### src/rtl/evolved_circuit_tester_pkg.sv
// Shared types and the expected-output function for the evolved-circuit testers.
package evolved_circuit_tester_pkg;

    typedef enum logic [2:0] {
        S_IDLE,
        S_SETTLE,
        S_SAMPLE,
        S_CHECK,
        S_FINISH
    } state_t;

    // Target function: odd parity of the applied vector, optionally inverted (XNOR target).
    function automatic logic expected_bit(input logic [31:0] vec, input logic inv);
        return (^vec) ^ inv;
    endfunction

endpackage

### src/rtl/sync_2ff.sv
// Two-flop synchronizer for a single asynchronous level, async active-low reset.
module sync_2ff (
    input  logic clk,
    input  logic rst_n,
    input  logic i_d,
    output logic o_q
);

    logic r_meta;
    logic r_sync;

    always_ff @(posedge clk or negedge rst_n) begin
        if (!rst_n) begin
            r_meta <= 1'b0;
            r_sync <= 1'b0;
        end else begin
            r_meta <= i_d;
            r_sync <= r_meta;
        end
    end

    assign o_q = r_sync;

endmodule

### src/rtl/evolved_circuit_tester.sv
// Exhaustive sweep tester: applies every input vector, lets the netlist settle,
// samples its synchronized output several times and records mismatch/instability.
module evolved_circuit_tester
    import evolved_circuit_tester_pkg::*;
#(
    parameter int IN_WIDTH      = 3,
    parameter int SETTLE_CYCLES = 8,
    parameter int SAMPLES       = 4,
    parameter int EXPECT_INV    = 0
) (
    input  logic                     clk,
    input  logic                     rst_n,
    input  logic                     start,
    output logic [IN_WIDTH-1:0]      dut_in,
    input  logic                     dut_out,
    output logic                     busy,
    output logic                     done,
    output logic                     pass,
    output logic [IN_WIDTH:0]        err_count,
    output logic [2**IN_WIDTH-1:0]   fail_mask,
    output logic [2**IN_WIDTH-1:0]   unstable_mask
);

    localparam int NVEC = 2**IN_WIDTH;
    localparam int SW   = $clog2(SETTLE_CYCLES + 1);
    localparam int MW   = $clog2(SAMPLES + 1);

    state_t              r_state,    w_state_nxt;
    logic [IN_WIDTH-1:0] r_dut_in,   w_dut_in_nxt;
    logic [SW-1:0]       r_settle,   w_settle_nxt;
    logic [MW-1:0]       r_samp,     w_samp_nxt;
    logic                r_mism,     w_mism_nxt;
    logic                r_unst,     w_unst_nxt;
    logic                r_first,    w_first_nxt;
    logic                r_pass,     w_pass_nxt;
    logic [IN_WIDTH:0]   r_err,      w_err_nxt;
    logic [NVEC-1:0]     r_fail,     w_fail_nxt;
    logic [NVEC-1:0]     r_umask,    w_umask_nxt;
    logic                w_sync;
    logic                w_exp;

    sync_2ff u_sync (
        .clk   (clk),
        .rst_n (rst_n),
        .i_d   (dut_out),
        .o_q   (w_sync)
    );

    assign w_exp = expected_bit(32'(r_dut_in), EXPECT_INV != 0);

    always_ff @(posedge clk or negedge rst_n) begin
        if (!rst_n) begin
            r_state  <= S_IDLE;
            r_dut_in <= '0;
            r_settle <= '0;
            r_samp   <= '0;
            r_mism   <= 1'b0;
            r_unst   <= 1'b0;
            r_first  <= 1'b0;
            r_pass   <= 1'b0;
            r_err    <= '0;
            r_fail   <= '0;
            r_umask  <= '0;
        end else begin
            r_state  <= w_state_nxt;
            r_dut_in <= w_dut_in_nxt;
            r_settle <= w_settle_nxt;
            r_samp   <= w_samp_nxt;
            r_mism   <= w_mism_nxt;
            r_unst   <= w_unst_nxt;
            r_first  <= w_first_nxt;
            r_pass   <= w_pass_nxt;
            r_err    <= w_err_nxt;
            r_fail   <= w_fail_nxt;
            r_umask  <= w_umask_nxt;
        end
    end

    always_comb begin
        w_state_nxt  = r_state;
        w_dut_in_nxt = r_dut_in;
        w_settle_nxt = r_settle;
        w_samp_nxt   = r_samp;
        w_mism_nxt   = r_mism;
        w_unst_nxt   = r_unst;
        w_first_nxt  = r_first;
        w_pass_nxt   = r_pass;
        w_err_nxt    = r_err;
        w_fail_nxt   = r_fail;
        w_umask_nxt  = r_umask;

        case (r_state)
            S_IDLE: begin
                if (start) begin
                    w_err_nxt    = '0;
                    w_fail_nxt   = '0;
                    w_umask_nxt  = '0;
                    w_pass_nxt   = 1'b0;
                    w_dut_in_nxt = '0;
                    w_settle_nxt = '0;
                    w_samp_nxt   = '0;
                    w_mism_nxt   = 1'b0;
                    w_unst_nxt   = 1'b0;
                    w_state_nxt  = S_SETTLE;
                end
            end
            S_SETTLE: begin
                if (r_settle == SW'(SETTLE_CYCLES - 1)) begin
                    w_samp_nxt  = '0;
                    w_state_nxt = S_SAMPLE;
                end else begin
                    w_settle_nxt = r_settle + SW'(1);
                end
            end
            S_SAMPLE: begin
                w_mism_nxt = r_mism | (w_sync != w_exp);
                // The first sample becomes the reference the rest are compared to.
                if (r_samp == '0) w_first_nxt = w_sync;
                else              w_unst_nxt  = r_unst | (w_sync != r_first);
                if (r_samp == MW'(SAMPLES - 1)) w_state_nxt = S_CHECK;
                else                            w_samp_nxt  = r_samp + MW'(1);
            end
            S_CHECK: begin
                w_fail_nxt[r_dut_in]  = r_mism;
                w_umask_nxt[r_dut_in] = r_unst;
                w_err_nxt             = r_err + {{IN_WIDTH{1'b0}}, r_mism};
                if (r_dut_in == {IN_WIDTH{1'b1}}) begin
                    // Verdict is ready the same cycle done is raised.
                    w_pass_nxt  = (w_fail_nxt == '0) && (w_umask_nxt == '0);
                    w_state_nxt = S_FINISH;
                end else begin
                    w_dut_in_nxt = r_dut_in + IN_WIDTH'(1);
                    w_settle_nxt = '0;
                    w_samp_nxt   = '0;
                    w_mism_nxt   = 1'b0;
                    w_unst_nxt   = 1'b0;
                    w_state_nxt  = S_SETTLE;
                end
            end
            S_FINISH: begin
                w_dut_in_nxt = '0;
                w_state_nxt  = S_IDLE;
            end
            default: w_state_nxt = S_IDLE;
        endcase
    end

    assign dut_in        = r_dut_in;
    assign busy          = (r_state != S_IDLE);
    assign done          = (r_state == S_FINISH);
    assign pass          = r_pass;
    assign err_count     = r_err;
    assign fail_mask     = r_fail;
    assign unstable_mask = r_umask;

endmodule

### config.mk
export PLATFORM = sky130hd
export DESIGN_NAME = evolved_circuit_tester
export DESIGN_NICKNAME = d
export VERILOG_FILES = /design/src/rtl/evolved_circuit_tester_pkg.sv /design/src/rtl/sync_2ff.sv /design/src/rtl/evolved_circuit_tester.sv
export SDC_FILE = /design/constraint.sdc
export NUM_CORES = 1
export LEC_CHECK = 0
export BUFFER_PORTS_ARGS = -buffer_cell sky130_fd_sc_hd__buf_4
export CAP_MARGIN = 20
export CORE_ASPECT_RATIO = 1.1
export CORE_UTILIZATION = 30
export DETAILED_ROUTE_END_ITERATION = 10
export GPL_TIMING_DRIVEN = 0
export PLACE_DENSITY = 0.56
export SLEW_MARGIN = 5
export SYNTH_ARGS = -nofsm -noshare
export SYNTH_HDL_FRONTEND = slang
export SYNTH_HIERARCHICAL = 1
export SYNTH_SLANG_ARGS = --single-unit
### constraint.sdc
create_clock -name clk -period 1.86 [get_ports clk]
set_clock_uncertainty 0.05 [all_clocks]
set_input_delay 0.186 -clock clk [delete_from_list [all_inputs] [get_ports clk]]
set_output_delay 0.186 -clock clk [all_outputs]
set_load 0.005 [all_outputs]
Word-level counts from Yosys, hierarchy flattened
Index checks and enable logic that the tools add are counted.
{ "word_totals": {"ramBits": 0, "n_memories": 0, "latch_bits": 0, "regBits": 39, "rom_bits": 0, "input_bits": 4} }
{ "op_classes": {"n_div": 0, "shifts": 0, "order_cmp": 2, "n_bitwise": 2, "n_reduce_logical": 22, "muxes": 31, "mul": 0, "addsub": 4, "n_eq_ne": 17} }
{ "op_table": {"columns": ["cell", "count"], "rows": [
  ["one-hot mux 8 bit (2 select lines)", 2],
  ["parity 32 bit", 1],
  ["2-to-1 mux 3 bit", 9],
  ["one-hot mux 3 bit (4 select lines)", 2],
  ["bitwise mux 8 bit", 2],
  ["zero test 8 bit", 2],
  ["inequality test 2 bit, second input constant", 8],
  ["2-to-1 mux 4 bit", 3],
  ["one-hot mux 4 bit (3 select lines)", 1],
  ["AND reduction 3 bit", 4],
  ["nonzero test 3 bit", 4],
  ["== test 3 x 2 -> 1 bit, second input constant", 3],
  ["one-hot mux 3 bit (3 select lines)", 1],
  ["2-to-1 mux 8 bit", 1],
  ["one-hot mux 4 bit (2 select lines)", 1],
  ["AND reduction 4 bit", 2],
  ["adder 3 x 1 -> 3 bit, second input constant", 2],
  ["== test 3 bit, second input constant", 2],
  ["zero test 3 bit", 2],
  ["one-hot mux 1 bit (3 select lines)", 2],
  ["2-to-1 mux 1 bit", 5],
  ["AND reduction 5 bit", 1],
  ["adder 4 x 1 -> 4 bit", 1],
  ["adder 4 x 1 -> 4 bit, second input constant", 1],
  ["12 further kinds", 16]
]} }

Depth between registers and ports, before layout
{ "logic_depth": {"word_depth": 9, "ltp_mapped": 6} }

By module
Netlist, hierarchy kept.
{ "by_module_without_submodules": {"columns": ["module", "instances", "area_per_inst_um2", "cells_each"], "rows": [
  ["evolved_circuit_tester", 1, 2127.0, 217],
  ["sync_2ff", 1, 50.0, 2]
]} }

Worst setup path before layout
No wires, ideal clock.
{ "synth_path": {"kind": "flip-flop to flip-flop", "start": "reg r_dut_in[0] (netlist: dut_in[0])", "end": "reg r_settle[0]", "setup_slack_ns": -0.061, "arrival_time_ns": 1.746, "stages_incl_launch_ff": 6, "period_less_slack_ns": 1.921, "setup_time_ns": 0.125, "required_ns": 1.685, "path_buffers": 0, "path_cell_list": "dfrtp_1 > ha_1 > ha_1 > and4b_1 > or3_4 > mux2_4"} }
{ "synth_between": {"elab_chain_len": 3} }
{ "synth_lines": {"columns": ["item", "line_no", "rtl"], "rows": [
  ["start: declaration", "evolved_circuit_tester.sv:29", "logic [IN_WIDTH-1:0] r_dut_in, w_dut_in_nxt;"],
  ["start signal: assignment", "evolved_circuit_tester.sv:66", "r_dut_in <= w_dut_in_nxt;"],
  ["== test 3 bit", "evolved_circuit_tester.sv:127", "if (r_dut_in == {IN_WIDTH{1'b1}}) begin"],
  ["inequality test 2 bit (no source line)", null, null],
  ["AND reduction 4 bit (no source line)", null, null],
  ["end signal: assignment", "evolved_circuit_tester.sv:67", "r_settle <= w_settle_nxt;"],
  ["end: declaration", "evolved_circuit_tester.sv:30", "logic [SW-1:0] r_settle, w_settle_nxt;"]
]} }
No other way between the ends.
A chain may end at the register's enable or synchronous reset.

Final worst setup path
Same ends and word-level chain as after synthesis.

==> results.cfg <==
[synthesis]
synth.lib_cells_used.distinct = 53
post_synth_inst_count = 219
synth_edf_count = 0
proportion_of_synthesized_chip_area_in_sequential_cells = 0.448
top_cells_by_instance_count_after_synthesis = 39 x dfrtp_1, 22 x inv_1, 16 x o22ai_1, 12 x a21oi_1, 11 x nor2_1
post-synth-top-count-cell = dfrtp_1
netlist_area_mm2 = 0.00218
post-synth-top-area-fraction = 0.448
synth.top_cells.by_area = dfrtp_1 45%, ha_1 4.6%, o22ai_1 4.6%
synth.avg_cell_area_um2 = 9.94
synth_seq_cells = 39
syn-num-nets = 231
ys.flop_type = dfrtp_1
netlist.top_cell.by_area = dfrtp_1
fraction_of_synthesis_flops_using_an_asynchronous_set_or_reset_pin = 1.00
yosysWarnings = 6

[clock_network]
total_number_of_h_tree_levels = 2
cts.reportedPaths.clkPinSlew_ns = 0.07
cts_inserted_buffers = 5
clock_latency_on_the_worst_skew_pair_ns = 0.30
max-clock-path-buffers = 2
cts.sink_count = 39
clockRootBuffer = clkbuf_8
cts_tree = yes

[cells_and_area]
finalNonFillerCells = 346
n_antenna_cell = 0
ff_latch_area_um2 = 980
num-nets-final = 272
synthToLayoutAreaGrowth_pct = 22.8
fill_cells = 709
area_of_the_multi_input_gates_mm2 = 0.00109
final_layout_size_suffix_gt1_frac = 0.261

[sta]
period_needed_ns = 1.82
timing_max_transition_violations_final = 0
rsz0062_at_grt = true
timing.max_slew.rel_slack = 0.617
setup_tns_ns = 0
timing.fmax_ghz = 0.549
tightestPinTransition_ns = 0.574
timing.final.hold_violations = 0
fin_crit_sh = 0.979
setup_viol_count_final = 0

[global_route]
pin_count_of_the_biggest_net_entering_global_routing = 40
grt.total_usage = 0.141
antenna_found_initial = 0
overflow = 0
wire_length_of_the_first_global_routing_pass_um = 8360
first_global_vias = 1712

[critical_path]
crit_chain = ha_2, ha_4, and4b_2, or3_4, mux2_4
critical_path_class = flop to flop
worst_setup_path_start_kind = flop
worst-r2r-setup-slack_ns = 0.04
worst_path_max_delay_cell = dfrtp_2
critical_path.endpoint_type = flop
cp_data_arrival_time_ns = 1.96
crit_family = simple AND/OR/NAND/NOR gates
worst_path_largest_cell_delay_ns = 0.41
required_time_at_the_endpoint_of_the_critical_path_ns = 2.00
path_max_fanout = 6
critical_path.n_buffers_inverters = 0

[placement]
gp_congestion = 0.775
io_buffer_count = 29
numPlacedInstances = 333
dp.final_hpwl_um = 3490

[route]
post_drt_via_cell_ratio = 5.16
drt_iter0_drc = 124
firstDrtPassIters = 4
route.vias.total = 1787
postRouteAntennaNets = 0
drt_wl_total_um = 5020
drt-wirelength-per-cell_um = 14.5
drc_errors = 0

[status]
status = complete, no violations

[floorplanning]
die_y_um = 91.3
area_of_the_die_mm2 = 0.00760
start_util = 0.311
top_ports = 30
placeableCoreArea_mm2 = 0.00701
floorplan.die.width_um = 83.2
std_cell_rows = 32

[pwr]
vdd.ir_drop.worst_mv = 0.281
leakage_power_nw = 1.21
power.density_mw_per_mm2 = 605

[run]
number_of_max_cap_violations = 0

[worst_hold_path]
hold_path.class = flop to flop
-- sequential cells by signal (all words and copies together), names as in the netlist --
register / flops
r_state: 3
r_samp: 3
err_count: 4
dut_in: 3
fail_mask: 8
u_sync/r_meta: 1
r_settle: 4
unstable_mask: 8
u_sync/o_q: 1
r_unst: 1
pass: 1
r_mism: 1
r_first: 1
-- kinds of logic (layout without fill, tap and decap cells) --
kind of cell               Yosys count  after routing  share of synthesized area
AOI/OAI and AO/OA                   66             66                      0.208
and+or+nand+nor                     59             59                      0.170
DFF                                 39             39                      0.448
buffers and inverters               33             75                     0.0632
adders and majority gates            8              8                     0.0460
xor gates and xnor gates             7              7                     0.0282
muxes                                7              7                     0.0368
-- routing by layer --
metal	routed length [µm]	vias to the layer above	global-route usage
met2	2390	32	0.225
met5	0	-	0
met1	2370	876	0.182
met4	88	0	0.0603
met3	177	7	0.0327
li1	-	872	-
-- final timing paths --
path,start,endpoint,cells past startpoint
min,u_sync/r_meta,u_sync/o_q,0
max in group asynchronous,rst_n,dut_in[0],2
max,dut_in[0],r_settle[0],5
min in group asynchronous,rst_n,unstable_mask[2],2
max reg2reg,dut_in[0],r_settle[0],5
min reg2reg,u_sync/r_meta,u_sync/o_q,0
-- placed cells by master, fill, tap and decap left out, types with 4 or more instances in the layout --
cell      instances
nor3b_1           6
clkbuf_8          7
a22o_1            8
nor2b_1           4
buf_4            33
o21ai_0           9
xnor2_1           4
ha_1              6
nand3b_1          7
buf_2             8
dfrtp_1          36
o22ai_1          16
nor2_1           11
inv_1            22
a21oi_1          10
nand2b_1          4
nand2_1           7
-- layout make-up --
class                           count  share of cell area
Buffer                             11              0.0211
Sequential cell                    39               0.366
Clock buffer                        8              0.0374
Multi-Input combinational cell    147               0.407
Timing Repair Buffer               34              0.0973
Inverter                           22              0.0309
Tap cell                           85              0.0398
-- power breakdown --
group / switching [mW] / internal (mW)
combinational: 0.0427 / 0.0417
sequential: 0.0203 / 0.866
clock: 0.308 / 0.339
total: 0.371 / 1.25
-- repair_timing --
action | CTS | global route
setup buffers | 3 | 0
endpoints found under the hold margin | 40 | 0
setup endpoints to repair | 4 | 8
gates cloned | 0 | 0
pin swaps | 1 | 0
hold buffers | 2 | 0
gates resized for setup | 2 | 7
-- stage by stage --
step / hold WS [ns] / setup slack (ns) / util / instance area (µm²) / total power [mW]
3_3_place_gp: 0.150 / -0.119 / 0.358 / 2510 / 0.985
2_1_floorplan: -0.160 / 0.0174 / - / 2180 / 0.932
3_5_place_dp: 0.154 / -0.129 / 0.358 / 2510 / 0.986
6_report: 0.302 / 0.0388 / 0.382 / 2670 / 1.62
5_1_grt: 0.315 / -0.0573 / 0.382 / 2670 / 1.69
4_1_cts: 0.303 / 0.000503 / 0.380 / 2660 / 1.65
No activity file was read; power rests on OpenSTA's default activity.
